--- src/rtl/dds_par_ctrl.sv ---
`default_nettype none
// ============================================================================
// Module      : dds_par_ctrl
// Description : Sequencer for the DDS byte-wide parallel port. Converts single
//               register read/write commands into pin-level bus cycles
//               (CSn/RWn/PCLK/IO_update/8-bit bidirectional data) and returns
//               read data. Can optionally pulse IO_update after a write.
//
// Parameters  : CLK_DIV  clk cycles per bus phase (PCLK half-period), >= 1
//               IOUP_W   IO_update pulse width in clk cycles, >= 1
//
// Ports       : clk          in   system clock, rising edge
//               rstn         in   asynchronous active-low reset
//               cmd_valid    in   command request
//               cmd_ready    out  high in IDLE only
//               cmd_rw       in   1 = read, 0 = write
//               cmd_addr     in   6-bit register address
//               cmd_wdata    in   8-bit write data
//               cmd_ioup     in   pulse IO_update after this write
//               rd_valid     out  one-cycle pulse, rd_data valid
//               rd_data      out  read data, held until next read completes
//               busy         out  inverse of cmd_ready
//               DDS_CSn      out  chip select, active low
//               DDS_RWn      out  1 = read, 0 = write
//               DDS_PCLK     out  port clock
//               DDS_IOup     out  IO_update
//               DDS_DataOut  out  data driven to pins
//               DDS_ReadEn   out  1 = pins tristated (read)
//               DDS_DataIn   in   data from pins
//
// Revision    : 1.0  initial release
// ============================================================================
module dds_par_ctrl #(
    parameter int CLK_DIV = 2,
    parameter int IOUP_W  = 4
) (
    input  logic       clk,
    input  logic       rstn,
    input  logic       cmd_valid,
    output logic       cmd_ready,
    input  logic       cmd_rw,
    input  logic [5:0] cmd_addr,
    input  logic [7:0] cmd_wdata,
    input  logic       cmd_ioup,
    output logic       rd_valid,
    output logic [7:0] rd_data,
    output logic       busy,
    output logic       DDS_CSn,
    output logic       DDS_RWn,
    output logic       DDS_PCLK,
    output logic       DDS_IOup,
    output logic [7:0] DDS_DataOut,
    output logic       DDS_ReadEn,
    input  logic [7:0] DDS_DataIn
);

    // Phase counter is shared by the bus phases and the IO_update pulse.
    localparam int c_CNT_MAX = (CLK_DIV > IOUP_W) ? CLK_DIV : IOUP_W;
    localparam int c_CNT_W   = (c_CNT_MAX > 1) ? $clog2(c_CNT_MAX) : 1;
    localparam logic [c_CNT_W-1:0] c_DIV_LAST  = c_CNT_W'(CLK_DIV - 1);
    localparam logic [c_CNT_W-1:0] c_IOUP_LAST = c_CNT_W'(IOUP_W - 1);

    localparam logic [3:0] c_S_IDLE  = 4'd0;
    localparam logic [3:0] c_S_SETUP = 4'd1;
    localparam logic [3:0] c_S_A_LO  = 4'd2;
    localparam logic [3:0] c_S_A_HI  = 4'd3;
    localparam logic [3:0] c_S_TURN  = 4'd4;
    localparam logic [3:0] c_S_D_LO  = 4'd5;
    localparam logic [3:0] c_S_D_HI  = 4'd6;
    localparam logic [3:0] c_S_HOLD  = 4'd7;
    localparam logic [3:0] c_S_IOUP  = 4'd8;

    logic [3:0]         r_state;
    logic [3:0]         w_state_nxt;
    logic [c_CNT_W-1:0] r_cnt;
    logic [c_CNT_W-1:0] w_cnt_nxt;
    logic               w_last;
    logic               w_accept;

    // Latched command
    logic               r_rw;
    logic [5:0]         r_addr;
    logic [7:0]         r_wdata;
    logic               r_ioup_req;

    // Registered pin / status outputs and their next values
    logic               r_csn, r_rwn, r_pclk, r_ioup, r_ren, r_rd_valid;
    logic [7:0]         r_dout, r_rd_data;
    logic               w_csn, w_rwn, w_pclk, w_ioup, w_ren;
    logic [7:0]         w_dout;

    // During the acceptance cycle the command is not latched yet, so the
    // SETUP pin values come straight from the command inputs.
    logic               w_rw;
    logic [5:0]         w_addr;
    logic               w_rd_sample;

    assign w_accept    = cmd_valid && (r_state == c_S_IDLE);
    assign w_rw        = w_accept ? cmd_rw   : r_rw;
    assign w_addr      = w_accept ? cmd_addr : r_addr;
    assign w_last      = (r_state == c_S_IOUP) ? (r_cnt == c_IOUP_LAST)
                                               : (r_cnt == c_DIV_LAST);
    assign w_rd_sample = (r_state == c_S_D_HI) && w_last && r_rw;

    // ------------------------------------------------------------------
    // Next-state logic
    // ------------------------------------------------------------------
    always_comb begin
        w_state_nxt = r_state;
        w_cnt_nxt   = r_cnt;
        if (r_state == c_S_IDLE) begin
            if (cmd_valid) begin
                w_state_nxt = c_S_SETUP;
            end
        end else if (!w_last) begin
            w_cnt_nxt = r_cnt + c_CNT_W'(1);
        end else begin
            w_cnt_nxt = '0;
            case (r_state)
                c_S_SETUP: w_state_nxt = c_S_A_LO;
                c_S_A_LO:  w_state_nxt = c_S_A_HI;
                c_S_A_HI:  w_state_nxt = r_rw ? c_S_TURN : c_S_D_LO;
                c_S_TURN:  w_state_nxt = c_S_D_LO;
                c_S_D_LO:  w_state_nxt = c_S_D_HI;
                c_S_D_HI:  w_state_nxt = c_S_HOLD;
                c_S_HOLD:  w_state_nxt = (!r_rw && r_ioup_req) ? c_S_IOUP : c_S_IDLE;
                c_S_IOUP:  w_state_nxt = c_S_IDLE;
                default:   w_state_nxt = c_S_IDLE;
            endcase
        end
    end

    // ------------------------------------------------------------------
    // Pin values for the state being entered; registered below so the
    // pins change exactly on the state boundary.
    // ------------------------------------------------------------------
    always_comb begin
        w_csn  = 1'b1;
        w_rwn  = 1'b1;
        w_pclk = 1'b0;
        w_ioup = 1'b0;
        w_ren  = 1'b0;
        w_dout = '0;
        case (w_state_nxt)
            c_S_SETUP, c_S_A_LO: begin
                w_csn  = 1'b0;
                w_rwn  = w_rw;
                w_dout = {2'b00, w_addr};
            end
            c_S_A_HI: begin
                w_csn  = 1'b0;
                w_rwn  = w_rw;
                w_pclk = 1'b1;
                w_dout = {2'b00, w_addr};
            end
            c_S_TURN: begin
                // Stop driving one phase before the DDS starts driving.
                w_csn  = 1'b0;
                w_rwn  = w_rw;
                w_ren  = 1'b1;
            end
            c_S_D_LO, c_S_D_HI: begin
                w_csn  = 1'b0;
                w_rwn  = w_rw;
                w_pclk = (w_state_nxt == c_S_D_HI);
                if (w_rw) begin
                    w_ren  = 1'b1;
                end else begin
                    w_dout = r_wdata;
                end
            end
            c_S_IOUP: begin
                w_ioup = 1'b1;
            end
            default: begin
            end
        endcase
    end

    // ------------------------------------------------------------------
    // Registers
    // ------------------------------------------------------------------
    always_ff @(posedge clk or negedge rstn) begin
        if (!rstn) begin
            r_state    <= c_S_IDLE;
            r_cnt      <= '0;
            r_rw       <= 1'b0;
            r_addr     <= '0;
            r_wdata    <= '0;
            r_ioup_req <= 1'b0;
            r_csn      <= 1'b1;
            r_rwn      <= 1'b1;
            r_pclk     <= 1'b0;
            r_ioup     <= 1'b0;
            r_ren      <= 1'b0;
            r_dout     <= '0;
            r_rd_valid <= 1'b0;
            r_rd_data  <= '0;
        end else begin
            r_state    <= w_state_nxt;
            r_cnt      <= w_cnt_nxt;
            if (w_accept) begin
                r_rw       <= cmd_rw;
                r_addr     <= cmd_addr;
                r_wdata    <= cmd_wdata;
                r_ioup_req <= cmd_ioup;
            end
            r_csn      <= w_csn;
            r_rwn      <= w_rwn;
            r_pclk     <= w_pclk;
            r_ioup     <= w_ioup;
            r_ren      <= w_ren;
            r_dout     <= w_dout;
            // Sample on the last PCLK-high cycle; valid pulses on first HOLD cycle.
            r_rd_valid <= w_rd_sample;
            if (w_rd_sample) begin
                r_rd_data <= DDS_DataIn;
            end
        end
    end

    assign cmd_ready   = (r_state == c_S_IDLE);
    assign busy        = ~cmd_ready;
    assign rd_valid    = r_rd_valid;
    assign rd_data     = r_rd_data;
    assign DDS_CSn     = r_csn;
    assign DDS_RWn     = r_rwn;
    assign DDS_PCLK    = r_pclk;
    assign DDS_IOup    = r_ioup;
    assign DDS_DataOut = r_dout;
    assign DDS_ReadEn  = r_ren;

endmodule
`default_nettype wire

--- config.mk ---
export PLATFORM = sky130hd
export DESIGN_NAME = dds_par_ctrl
export DESIGN_NICKNAME = d
export VERILOG_FILES = /design/src/rtl/dds_par_ctrl.sv
export SDC_FILE = /design/constraint.sdc
export NUM_CORES = 1
export LEC_CHECK = 0
export BUFFER_PORTS_ARGS = -buffer_cell sky130_fd_sc_hd__buf_2
export CORE_MARGIN = 2
export CORE_UTILIZATION = 55
export DETAILED_ROUTE_END_ITERATION = 6
export PLACE_DENSITY = 0.79
export SLEW_MARGIN = 20
export SYNTH_ARGS = -nofsm -noshare
export SYNTH_HDL_FRONTEND = slang
export SYNTH_SLANG_ARGS = --single-unit
--- constraint.sdc ---
create_clock -name clk -period 4.3 [get_ports clk]
set_input_delay 0.86 -clock clk [delete_from_list [all_inputs] [get_ports clk]]
set_output_delay 0.86 -clock clk [all_outputs]
set_load 0.01 [all_outputs]
# Word-level counts from Yosys, hierarchy flattened
# Index checks and enable logic that the tools add are counted.
# classes
addsub	1
bitwise_logic	1
mux	18
n_reduce_logical	9
eq_ne	17
# op_table
operator	count
$eq 4x3->1 const B	7
$pmux 4 s7	1
$eq 4x2->1 const B	4
$mux 4	4
$pmux 8 s2	1
$eq 4x1->1 const B	2
$eq 4x4->1 const B	2
$mux 8	1
$mux 1	7
$mux 6	1
$reduce_or 6->1	1
$logic_and 1x1->1	4
$logic_not 4->1	1
$pmux 1 s2	2
$reduce_or 3->1	1
$add 2x1->2 const B	1
$eq 2x1->1 const B	1
$eq 2x2->1 const B	1
$mux 2	1
$reduce_or 2->1	1
$logic_not 1->1	1
$not 1->1	1
# word_totals
in_bits	27
wordCells	60
register_bits	44

# Logic depth before layout (Yosys ltp)
# logic_depth
depth_word	9
depth_mapped	10
depth_no_buf	7

# Worst setup path after synthesis
# OpenSTA, ideal clock, no wires.
# synth_path
kind	input port to flip-flop
startpoint	input port cmd_valid
endpoint	register r_dout[0], in the netlist DDS_DataOut[0]
path_slack_ns	2.434
arrival_time_ns	1.747
path_buffers	2
path_stages	5
cell_sequence	and2_4 > buf_6 > or3_4 > buf_6 > and2_1
# synth_via
elab_chain_cells	5
word_cells_on_any_way	14
classes_between	eq/ne (5); mux (6); reduce/logical (3)
# synth_rtl
item	line	rtl
from (decl)	39	input logic cmd_valid,
$mux 4	112	if (cmd_valid) begin
$mux 4	111	if (r_state == c_S_IDLE) begin
$eq 4x2->1 (tied with other cells)	144	case (w_state_nxt)
$reduce_or 3->1 (no source line) or $reduce_or 2->1 (tied branches)	n/a	
$pmux 8 s2 *	144	
net w_dout[0]	90	logic [7:0] w_dout;
to (signal assigned)	213	r_dout <= w_dout;
to (decl)	88	logic [7:0] r_dout, r_rd_data;
# The timed path passes the listed nets; every way through them passes the cells marked *.
# A chain may end at the register's enable or synchronous reset.

# Worst setup path in the final report
# layout_path
startpoint	register r_state[2]
endpoint	output port cmd_ready
# layout_via
elab_chain_cells	1
# layout_rtl
item	line	rtl
from (decl)	73	logic [3:0] r_state;
from (signal assigned)	185	r_state <= c_S_IDLE;
from (signal assigned)	200	r_state <= w_state_nxt;
$logic_not 4->1	222	assign cmd_ready = (r_state == c_S_IDLE);
to (decl)	40	output logic cmd_ready,
# No other way between the ends.

==> reports/results.tsv <==
stage	metric	value	unit
logic_synthesis	Avg Cell Area, Syn	11.40	µm²
drt	final antenna-violating net count	0	
finish	share of cells above drive strength 1	36.53	%
worst_setup_path	crit path max fanout	11	
die	top-level I/O count	51	
sta	Pins Over Slew Limit	0	
global_route	met3 Track Usage GR	3.964	%
global_route	M1 GR Usage	24.85	%
clock_network	clk slew on worst S/H paths	120	ps
worst_setup_path	R2R cell count	5	
pwr	Seq pwr share	44.0	%
global_route	gr usage total	21.02	%
place	gpl congestion	0.7888	
clock_network	clk root buf	clkbuf_4	
pwr	worst vdd ir	324.7	µV
sta	Final min period	2233	ps
worst_setup_path	Worst EP required	3440	ps
finish	Antenna Cells	0	
clock_network	clock tree buffer depth	2	
finish	nets@finish	245	
drt	Vias/cell	5.170	
global_route	met2 usage	37.50	%
sta	Final Cycle Share	51.93	%
logic_synthesis	synth unique cells	42	
finish	most common cell after layout, fill and taps aside	buf_2	
sta	clk_skew	8.384	ps
finish	filler cell count	279	
logic_synthesis	Yosys Warn Count	0	
worst_setup_path	Reg-to-Reg End	DDS_DataOut[5]	
worst_setup_path	reg2reg setup slack	2340	ps
finish	Final Instance Area	2223	µm²
pwr	Leakage	1.120	nW
pwr	PwrDens	716.0	nW/µm²
clock_network	Post-CTS Setup Inserts	0	
clock_network	clock sink total	44	
sta	RSZ-0062 raised after global routing	no	
logic_synthesis	sequential-to-total area share from yosys stat	57.61	%
global_route	Top Usage Layer GRT	met2	
pwr	overall power	1.592	mW
sta	Hold Vio Cnt, Final	0	
clock_network	Clock Latency Late Sink	340	ps
pwr	Sw Share	39.43	%
drt	final WL	3.742	mm
drt	drt drc	0	
worst_hold_path	WHS Endpoint	r_wdata[6]	
sta	setup TNS	0	ps
global_route	pin count of the biggest net entering global routing	45	
global_route	first-pass GRT wire length	6.423	mm
place	I/O Buffers	50	
clock_network	CTS Hold Bufs	0	
die	die height	63.02	µm
logic_synthesis	syn_nets	195	
finish	non-filler instance count after layout	265	
die	die width	63.02	µm
sta	Worst Hold Slack	483.7	ps
worst_setup_path	critical path endpoint category	output port	
clock_network	post-cts resize count	0	
worst_setup_path	Worst EP arrival	1370	ps
worst_setup_path	RR Startpoint	r_state[1]	
logic_synthesis	Seq cells post-synth	44	
drt	Vias	1370	
worst_setup_path	critical path class	flop to output port	
clock_network	TritonCTS Buffers	5	
finish	area grow syn2layout	16.07	%
global_route	global route overflow	0	
die	die footprint	3971	µm²
pwr	Clock power frac	11.7	%
place	Placed Instance Area	2173	µm²
drt	drt pass-1 iters	4	
pwr	Comb pwr share	44.3	%
sta	Slew @ Worst Pin	903.8	ps
place	HPWL Detailed	2.702	mm
sta	Max Clock Freq	447.8	MHz
clock_network	H-Tree Depth	2	
sta	endpoints failing setup	0	
die	Core Area	3337	µm²
sta	Slew HR	39.75	%
global_route	antenna violations before repair	0	
global_route	number of global-route vias before repair	1399	
logic_synthesis	Post-Syn Area	1916	µm²
finish	commonest non-fill, non-tap cells in the layout	50 x buf_2, 42 x dfrtp_1, 20 x nand2_1	
pwr	NetSw	0.6277	mW
die	starting density of the core	57.41	%
logic_synthesis	Gate Count Post-Synth	168	
pwr	internal power	0.9641	mW
clock_network	CTS tree	yes	
worst_setup_path	Critical Path Source Type	flop	
worst_hold_path	Hold Crit Depth	2	
die	FP Rows	21	
worst_hold_path	Hold WC Path Type	flop to flop	
flow_run	max_cap viols	0	
run_status	outcome	finished clean	
drt	drt first-iter violations	75	
drt	Wirelength per Cell	14.12	µm
worst_hold_path	Min-Delay Startpoint	r_wdata[6]	
place	placed cells	257	
## area by class of cell
type                    instances  area, µm²  area share [%]
clock inverters                 1      5.005          0.2251
well taps                      46      57.56           2.589
flip-flops and latches         44       1104           49.63
inverters                      19      73.82           3.320
repair buffers                 51      257.7           11.59
clock buffers                   7      45.04           2.026
multi-input cells              97      680.7           30.61
## cells by family after synthesis
logic type	synth area share (%)
AOI/OAI and AO/OA	12.15
xor gates and xnor gates	0.4573
buffers and inverters	6.858
DFF	57.61
muxes	7.838
and+or+nand+nor	15.09
## routing by layer
layer,routed length (µm),vias up
met5,0,-
met4,35,0
met3,198,4
met2,2043,37
met1,1465,663
li1,-,666
## flip-flops by register name, indices dropped and copies added, names as in the netlist, 2 cells and up
| register | flops |
|---|---|
| r_wdata | 8 |
| r_state | 4 |
| rd_data | 8 |
| DDS_DataOut | 8 |
| r_addr | 6 |
| r_cnt | 2 |
## power by group through the flow
stage | registers (mW) | clock network (mW) | logic (mW)
2_1_floorplan | 0.707 | 0 | 0.506
3_3_place_gp | 0.699 | 0 | 0.676
3_5_place_dp | 0.711 | 0 | 0.709
4_1_cts | 0.701 | 0.193 | 0.711
5_1_grt | 0.725 | 0.215 | 0.780
6_report | 0.701 | 0.186 | 0.706
## critical path: stages (launching register included)
cell	delay [ps]
dfrtp_1	540
nor2_4	200
nand2_4	70
inv_4	90
buf_2	130
## Yosys cell counts
master | number | area, µm²
a21boi_0 | 2 | 15.01
xnor2_1 | 1 | 8.760
or3_1 | 1 | 6.260
o221ai_2 | 1 | 15.01
o31ai_1 | 1 | 7.510
buf_6 | 3 | 33.78
nor2_1 | 1 | 3.750
nor2_2 | 1 | 6.260
o32ai_1 | 6 | 52.55
a21oi_1 | 4 | 20.02
nor3b_2 | 1 | 12.51
a211oi_1 | 1 | 7.510
nand4b_1 | 1 | 8.760
and2_4 | 1 | 8.760
inv_1 | 18 | 67.56
or2_0 | 1 | 6.260
or4_1 | 2 | 15.01
or3_4 | 1 | 11.26
o211ai_2 | 2 | 25.02
o21ai_1 | 3 | 15.01
mux2i_1 | 6 | 60.06
inv_4 | 1 | 6.260
and3_1 | 2 | 12.51
a31o_2 | 1 | 8.760
mux2_2 | 8 | 90.09
o31a_1 | 1 | 8.760
dfrtp_1 | 42 | 1051
nor4b_1 | 1 | 8.760
clkbuf_1 | 1 | 3.750
nand2b_1 | 2 | 12.51
and2_1 | 6 | 37.54
nor2_4 | 2 | 22.52
nand3_1 | 2 | 10.01
nor2b_1 | 1 | 6.260
nand2_1 | 20 | 75.07
dfstp_2 | 2 | 52.55
nand2b_2 | 1 | 8.760
a22oi_1 | 1 | 7.510
nor3_1 | 1 | 5.000
nand2_4 | 1 | 11.26
buf_2 | 4 | 20.02
o21ai_0 | 10 | 50.05
## stage by stage
| step | utilization [%] | worst slack [ps] |
|---|---|---|
| floorplan | - | 2434 |
| global placement | 65.13 | 2302 |
| detailed placement | 65.13 | 2223 |
| CTS | 66.63 | 2065 |
| global route | 66.63 | 1960 |
| finish | 66.63 | 2067 |
## how the worst max path moves through the flow
| stage | start | endpoint | slack (ps) | cells past startpoint |
|---|---|---|---|---|
| 3_3_place_gp | cmd_valid | DDS_DataOut[5] | 2300 | 5 |
| 4_1_cts | r_state[2] | cmd_ready | 2070 | 4 |
| 6_report | r_state[2] | cmd_ready | 2070 | 4 |
| 2_1_floorplan | cmd_valid | DDS_DataOut[0] | 2430 | 5 |
| 3_5_place_dp | cmd_valid | DDS_DataOut[5] | 2220 | 5 |
| 5_1_grt | r_state[2] | cmd_ready | 1960 | 4 |
Note: power is estimated with default switching activity, not from simulation.
